## config.mk

```make
export PLATFORM = sky130hd
export DESIGN_NAME = alu8_sched
export DESIGN_NICKNAME = d
export VERILOG_FILES = /design/src/rtl/alu8_sched_pkg.sv /design/src/rtl/alu8_sched_alu8.sv /design/src/rtl/alu8_sched.sv
export SDC_FILE = /design/constraint.sdc
export NUM_CORES = 1
export LEC_CHECK = 0
export ABC_AREA = 1
export CORE_UTILIZATION = 50
export CTS_CLUSTER_DIAMETER = 150
export DETAILED_ROUTE_END_ITERATION = 10
export PLACE_DENSITY = 0.76
export SETUP_SLACK_MARGIN = 0.4
export SYNTH_ARGS = -nofsm -noshare
export SYNTH_HDL_FRONTEND = slang
export SYNTH_SLANG_ARGS = --single-unit
```

## constraint.sdc

```tcl
create_clock -name clk -period 7.9 [get_ports clk]
set_input_delay 1.58 -clock clk [delete_from_list [all_inputs] [get_ports clk]]
set_output_delay 1.58 -clock clk [all_outputs]
set_load 0.01 [all_outputs]
```

## src/rtl/alu8_sched_pkg.sv

```systemverilog
// alu8_sched_pkg: shared opcodes, FSM states and flag positions for the ALU scheduler
package alu8_sched_pkg;
  localparam logic [3:0] OP_ADD  = 4'h0;
  localparam logic [3:0] OP_SUB  = 4'h1;
  localparam logic [3:0] OP_MUL  = 4'h2;
  localparam logic [3:0] OP_DIV  = 4'h3;
  localparam logic [3:0] OP_AND  = 4'h4;
  localparam logic [3:0] OP_OR   = 4'h5;
  localparam logic [3:0] OP_NAND = 4'h6;
  localparam logic [3:0] OP_NOR  = 4'h7;
  localparam logic [3:0] OP_XOR  = 4'h8;
  localparam logic [3:0] OP_XNOR = 4'h9;
  localparam logic [3:0] OP_NOT  = 4'hA;
  localparam logic [3:0] OP_LAST = 4'hA;
  localparam int FLG_C = 3;
  localparam int FLG_V = 2;
  localparam int FLG_Z = 1;
  localparam int FLG_N = 0;
  typedef enum logic [1:0] {IDLE, EXEC, RESP} state_t;
endpackage

```

## src/rtl/alu8_sched_alu8.sv

```systemverilog
// alu8: combinational 8-bit ALU core with flags and error detection
module alu8
  import alu8_sched_pkg::*;
(
  input  logic [7:0] a,
  input  logic [7:0] b,
  input  logic [3:0] op,
  output logic [7:0] result,
  output logic [3:0] flags,
  output logic       err
);
  logic [8:0] sum;
  logic [8:0] dif;
  assign sum = {1'b0, a} + {1'b0, b};
  assign dif = {1'b0, a} - {1'b0, b};
  // result mux; carry is the borrow for subtraction, carry/overflow only for add/sub
  always_comb begin
    case (op)
      OP_ADD:  result = sum[7:0];
      OP_SUB:  result = dif[7:0];
      OP_MUL:  result = a * b;
      OP_DIV:  result = (b == 8'd0) ? 8'd0 : a / b;
      OP_AND:  result = a & b;
      OP_OR:   result = a | b;
      OP_NAND: result = ~(a & b);
      OP_NOR:  result = ~(a | b);
      OP_XOR:  result = a ^ b;
      OP_XNOR: result = ~(a ^ b);
      OP_NOT:  result = ~a;
      default: result = 8'd0;
    endcase
    flags = 4'd0;
    flags[FLG_C] = (op == OP_ADD) ? sum[8] : (op == OP_SUB) ? dif[8] : 1'b0;
    flags[FLG_V] = (op == OP_ADD) ? (a[7] == b[7] && result[7] != a[7]) :
                   (op == OP_SUB) ? (a[7] != b[7] && result[7] != a[7]) : 1'b0;
    flags[FLG_Z] = (result == 8'd0);
    flags[FLG_N] = result[7];
    err = (op > OP_LAST) || (op == OP_DIV && b == 8'd0);
  end
endmodule

```

## src/rtl/alu8_sched.sv

```systemverilog
// alu8_sched: two-requester arbiter sharing one alu8 core with a registered tagged response
module alu8_sched
  import alu8_sched_pkg::*;
#(
  parameter bit FAIR = 1'b1
) (
  input  logic       clk,
  input  logic       rst,
  input  logic       req0_valid,
  output logic       req0_ready,
  input  logic [7:0] req0_a,
  input  logic [7:0] req0_b,
  input  logic [3:0] req0_op,
  input  logic       req1_valid,
  output logic       req1_ready,
  input  logic [7:0] req1_a,
  input  logic [7:0] req1_b,
  input  logic [3:0] req1_op,
  output logic       rsp_valid,
  input  logic       rsp_ready,
  output logic       rsp_id,
  output logic [7:0] rsp_result,
  output logic [3:0] rsp_flags,
  output logic       rsp_err,
  output logic       busy
);
  state_t     state;
  state_t     state_nxt;
  logic       last_grant;
  logic       gnt;
  logic       window;
  logic       acc;
  logic [7:0] op_a;
  logic [7:0] op_b;
  logic [3:0] op_op;
  logic       op_id;
  logic [7:0] alu_result;
  logic [3:0] alu_flags;
  logic       alu_err;
  // arbitration, ready generation and next state; a draining response reopens the accept window
  always_comb begin
    window = !rst && (state == IDLE || (state == RESP && rsp_ready));
    gnt = (req0_valid && req1_valid) ? (FAIR ? !last_grant : 1'b0) : req1_valid;
    req0_ready = window && req0_valid && !gnt;
    req1_ready = window && req1_valid && gnt;
    acc = req0_ready || req1_ready;
    state_nxt = IDLE;
    state_nxt = acc ? EXEC :
                (state == EXEC) ? RESP :
                (state == RESP && !rsp_ready) ? RESP : IDLE;
    busy = (state != IDLE);
  end
  // state register, grant history and operand capture on accept
  always_ff @(posedge clk) begin
    if (rst) begin
      state <= IDLE;
      last_grant <= 1'b1;
    end else begin
      state <= state_nxt;
      if (acc) begin
        last_grant <= gnt;
        op_id <= gnt;
        op_a <= gnt ? req1_a : req0_a;
        op_b <= gnt ? req1_b : req0_b;
        op_op <= gnt ? req1_op : req0_op;
      end
    end
  end
  // response registers load at the end of EXEC and hold until the consumer takes them
  always_ff @(posedge clk) begin
    if (rst) begin
      rsp_valid <= 1'b0;
      rsp_id <= 1'b0;
      rsp_result <= 8'd0;
      rsp_flags <= 4'd0;
      rsp_err <= 1'b0;
    end else if (state == EXEC) begin
      rsp_valid <= 1'b1;
      rsp_id <= op_id;
      rsp_result <= alu_result;
      rsp_flags <= alu_flags;
      rsp_err <= alu_err;
    end else if (rsp_valid && rsp_ready) begin
      rsp_valid <= 1'b0;
    end
  end
  alu8 u_alu (
    .a(op_a),
    .b(op_b),
    .op(op_op),
    .result(alu_result),
    .flags(alu_flags),
    .err(alu_err)
  );
endmodule

```

==> results.ini <==
[status]
status=complete, but fails checks
violations=negative setup slack

[flow_run]
drv_cap=0

[critical_path]
cp_max_fo=8
worstSetupEndpointType=flip-flop
worstRegToRegCells=69
r2r_slack_ns=-0.47
critPathKind=flip-flop to flip-flop
critPathBufInv=11
worst-endpoint-required_ns=8.07
crit_path_start_kind=flip-flop
crit_top_cell=nand2_2
cpMaxStageDelayCell=edfxtp_1
r2r_start=op_a[7]
reg2reg_to=rsp_result[0]
critPathTopFamily=simple AND/OR/NAND/NOR gates
worstPathArrival_ns=8.55
max_stage_delay_ns=0.44

[timing]
maxSlewHeadroom_pct=29.4
layout_worst_path_cycle_share_pct=106
setup_ws_ns=-0.474
setup_tns_ns=-0.934
hold_viol_final=0
finalSetupViolCount=2
clock.fmax_ghz=0.119
post-route-min-period_ns=8.37
maxSlewViolCount=0
worstMarginPinSlew_ns=1.06
skew_ns=0.00472
rsz0062_at_grt=true

[clock_tree]
clock_path_buffers=2
cts.sinks=38
clock_latency_ns=0.28
clock_tree.root_cell=clkbuf_16
h-tree-depth=2
hold_buffers=0
path_clk_slew_ns=0.06
cts_tree=built
numCtsBuffers=5

[detailed_routing]
wl_per_cell_microns=14.5
drt_wl_total_mm=18.3
viasPerCell=5.27
drc=0
drtIter0Drc=583
first_pass_iters=7
ant_nets=0
vias=6640

[finish]
drive_gt1_share_pct=26.0
design_area_sq_um=8420
syn_to_final_growth_pct=42.8
fin_nets=1253
n_antenna_cell=0

[floorplanning]
fp.coreArea_sq_um=11500
die-height_microns=111
initial_utilization_pct=51.4
io_pins=63
rows=39
dieArea_sq_um=12200
die_w_microns=111

[placement]
place_ws_ns=-0.475
gp_congestion=1.00
dpl-instance-area_sq_um=7490
dp.final_hpwl_mm=13.5
io_buffers=62

[yosys]
synth-compound-area-share_pct=8.87
synth_ff_type=edfxtp_1
muxShareOfSynthArea_pct=0
synth-simple-area-share_pct=38.7
ys_ff_latch=38
yosys.area_share.adder_pct=21.5
syn-instance-count=957
syn_area_per_cell_sq_um=6.16
synth_top_family_by_area=simple AND/OR/NAND/NOR gates
ys_seq_area_share_pct=16.5
synth_xor_area_share_pct=2.97
synth_area_sq_um=5890
synth.yosys.warnings=0
ys_async_sr_fraction_pct=0
syn_nets=1095
synth_edf_count=21
synth_cell_types=39

[pwr]
finalPower_mw=1.26
power_leakage_nw=4.35
p_per_area_nw_per_um2=150
irDropWorstVdd_mv=0.162

[grt]
antenna_found_initial=0
grt_pass1_vias=6322
grt_usage_pct=28.9
grt_max_degree=25
grt_pass1_wl_mm=29.0
gr-total-overflow=0

[hold_path]
min_path_type=flip-flop to flip-flop
hold_end=rsp_valid
hold_path.startpoint=rsp_valid
holdPathStages=2

==> power breakdown <==
part	internal [mW]	switching (mW)
logic	0.375	0.443
clock network	0.125	0.0744
registers	0.228	0.0190
total	0.728	0.537
==> registers in the layout, summed over array words and instances (netlist names) <==
signal and count:
op_b 8, rsp_err 1, op_a 8, rsp_id 1, rsp_flags 4, last_grant 1
state 2, op_id 1, rsp_result 7, op_op 4, rsp_valid 1
==> routing by layer <==
| metal | share of wire [%] | vias up | track usage [%] |
|---|---|---|---|
| li1 | - | 3340 | - |
| met1 | 43 | 3003 | 36.5 |
| met2 | 48 | 245 | 50.7 |
| met3 | 5.8 | 52 | 2.58 |
| met4 | 3.6 | 0 | 11.6 |
| met5 | 0 | - | 0 |
==> cells in the final DEF (no fill, tap or decap), drive strengths merged <==
cell type      instances
fa                    14
clkbuf                 6
a21oi                 35
xor2                  15
nand3b                 4
xnor2                  5
o21ai                 38
inv                  155
and2                   3
dfxtp                 17
o22ai                  1
buf                  108
o21a                   2
nand4                 12
clkinvlp               2
o211ai                 8
o31ai                  1
nor3                   9
clkdlybuf4s50         62
a21boi                 1
a22oi                  1
ha                    79
o2111ai                1
nand2                337
nor2                  89
a221oi                 1
nand3                 76
edfxtp                21
a31oi                  1
or2                   11
clkinv                 1
==> timing repair <==
action                                  4_1_cts  5_1_grt
gates resized for setup                      31      106
endpoints found under the setup margin        2        3
pin swaps                                    43       78
buffers inserted                             11       17
gates cloned                                  1        1
==> kinds of logic (layout without fill, tap and decap cells) <==
family,count (synthesis),after routing
AND/OR/NAND/NOR,541,541
flip-flops,38,38
buffers and inverters,175,334
XOR/XNOR,20,20
adder cells (fa/ha/maj),93,93
AO/OA/AOI/OAI,90,90
==> how the worst max path moves through the flow <==
| stage | from | end | slack [ns] | cells past startpoint |
|---|---|---|---|---|
| final | op_a[7] | rsp_result[0] | -0.47 | 69 |
| after global routing | op_a[7] | rsp_result[0] | -0.93 | 67 |
| after CTS | op_b[0] | rsp_result[0] | -0.18 | 66 |
| after detailed placement | op_b[0] | rsp_result[0] | -0.48 | 71 |
| after global placement | op_b[0] | rsp_result[0] | -0.21 | 71 |
| after floorplan | op_b[0] | rsp_result[0] | -0.11 | 72 |
==> synth_stat cells, types with 4 or more instances <==
library cell	n	area share (%)
a21oi_1	34	2.9
buf_2	5	0.42
clkbuf_1	13	0.83
dfxtp_1	17	5.8
edfxtp_1	21	11
fa_1	14	4.8
ha_1	79	17
inv_1	148	9.4
inv_2	6	0.38
nand2_1	333	21
nand3_1	74	6.3
nand3b_1	4	0.51
nand4_1	12	1.3
nor2_1	81	5.2
nor2_2	4	0.42
nor2_4	4	0.76
nor3_1	9	0.76
o211ai_1	8	1.0
o21ai_0	28	2.4
o21ai_2	7	1.0
or2_2	10	1.1
xnor2_1	5	0.74
xor2_1	15	2.2
==> metrics by stage <==
stage / utilization [%] / hold WS, ns / instances
2_1_floorplan: - / 0.440 / 957
3_3_place_gp: 65.3 / 0.445 / 1221
3_5_place_dp: 65.3 / 0.452 / 1221
4_1_cts: 68.4 / 0.467 / 1241
5_1_grt: 73.4 / 0.494 / 1259
6_report: 73.4 / 0.464 / 1259
==> final cells by class <==
cell class	count	area (sq um)
clock inverters	2	11.3
flip-flops and latches	38	971
clock buffers	6	139
repair inverters	2	13.8
multi-input cells	744	5050
inverters	154	607
fillers	918	3050
well taps	143	179
repair buffers	170	1450
==> worst min-delay path, stage by stage, from the launching register on <==
cell and delay (ns):
dfxtp_1 0.31, inv_1 0.05, o31ai_1 0.06
No activity file was read; power rests on OpenSTA's default activity.
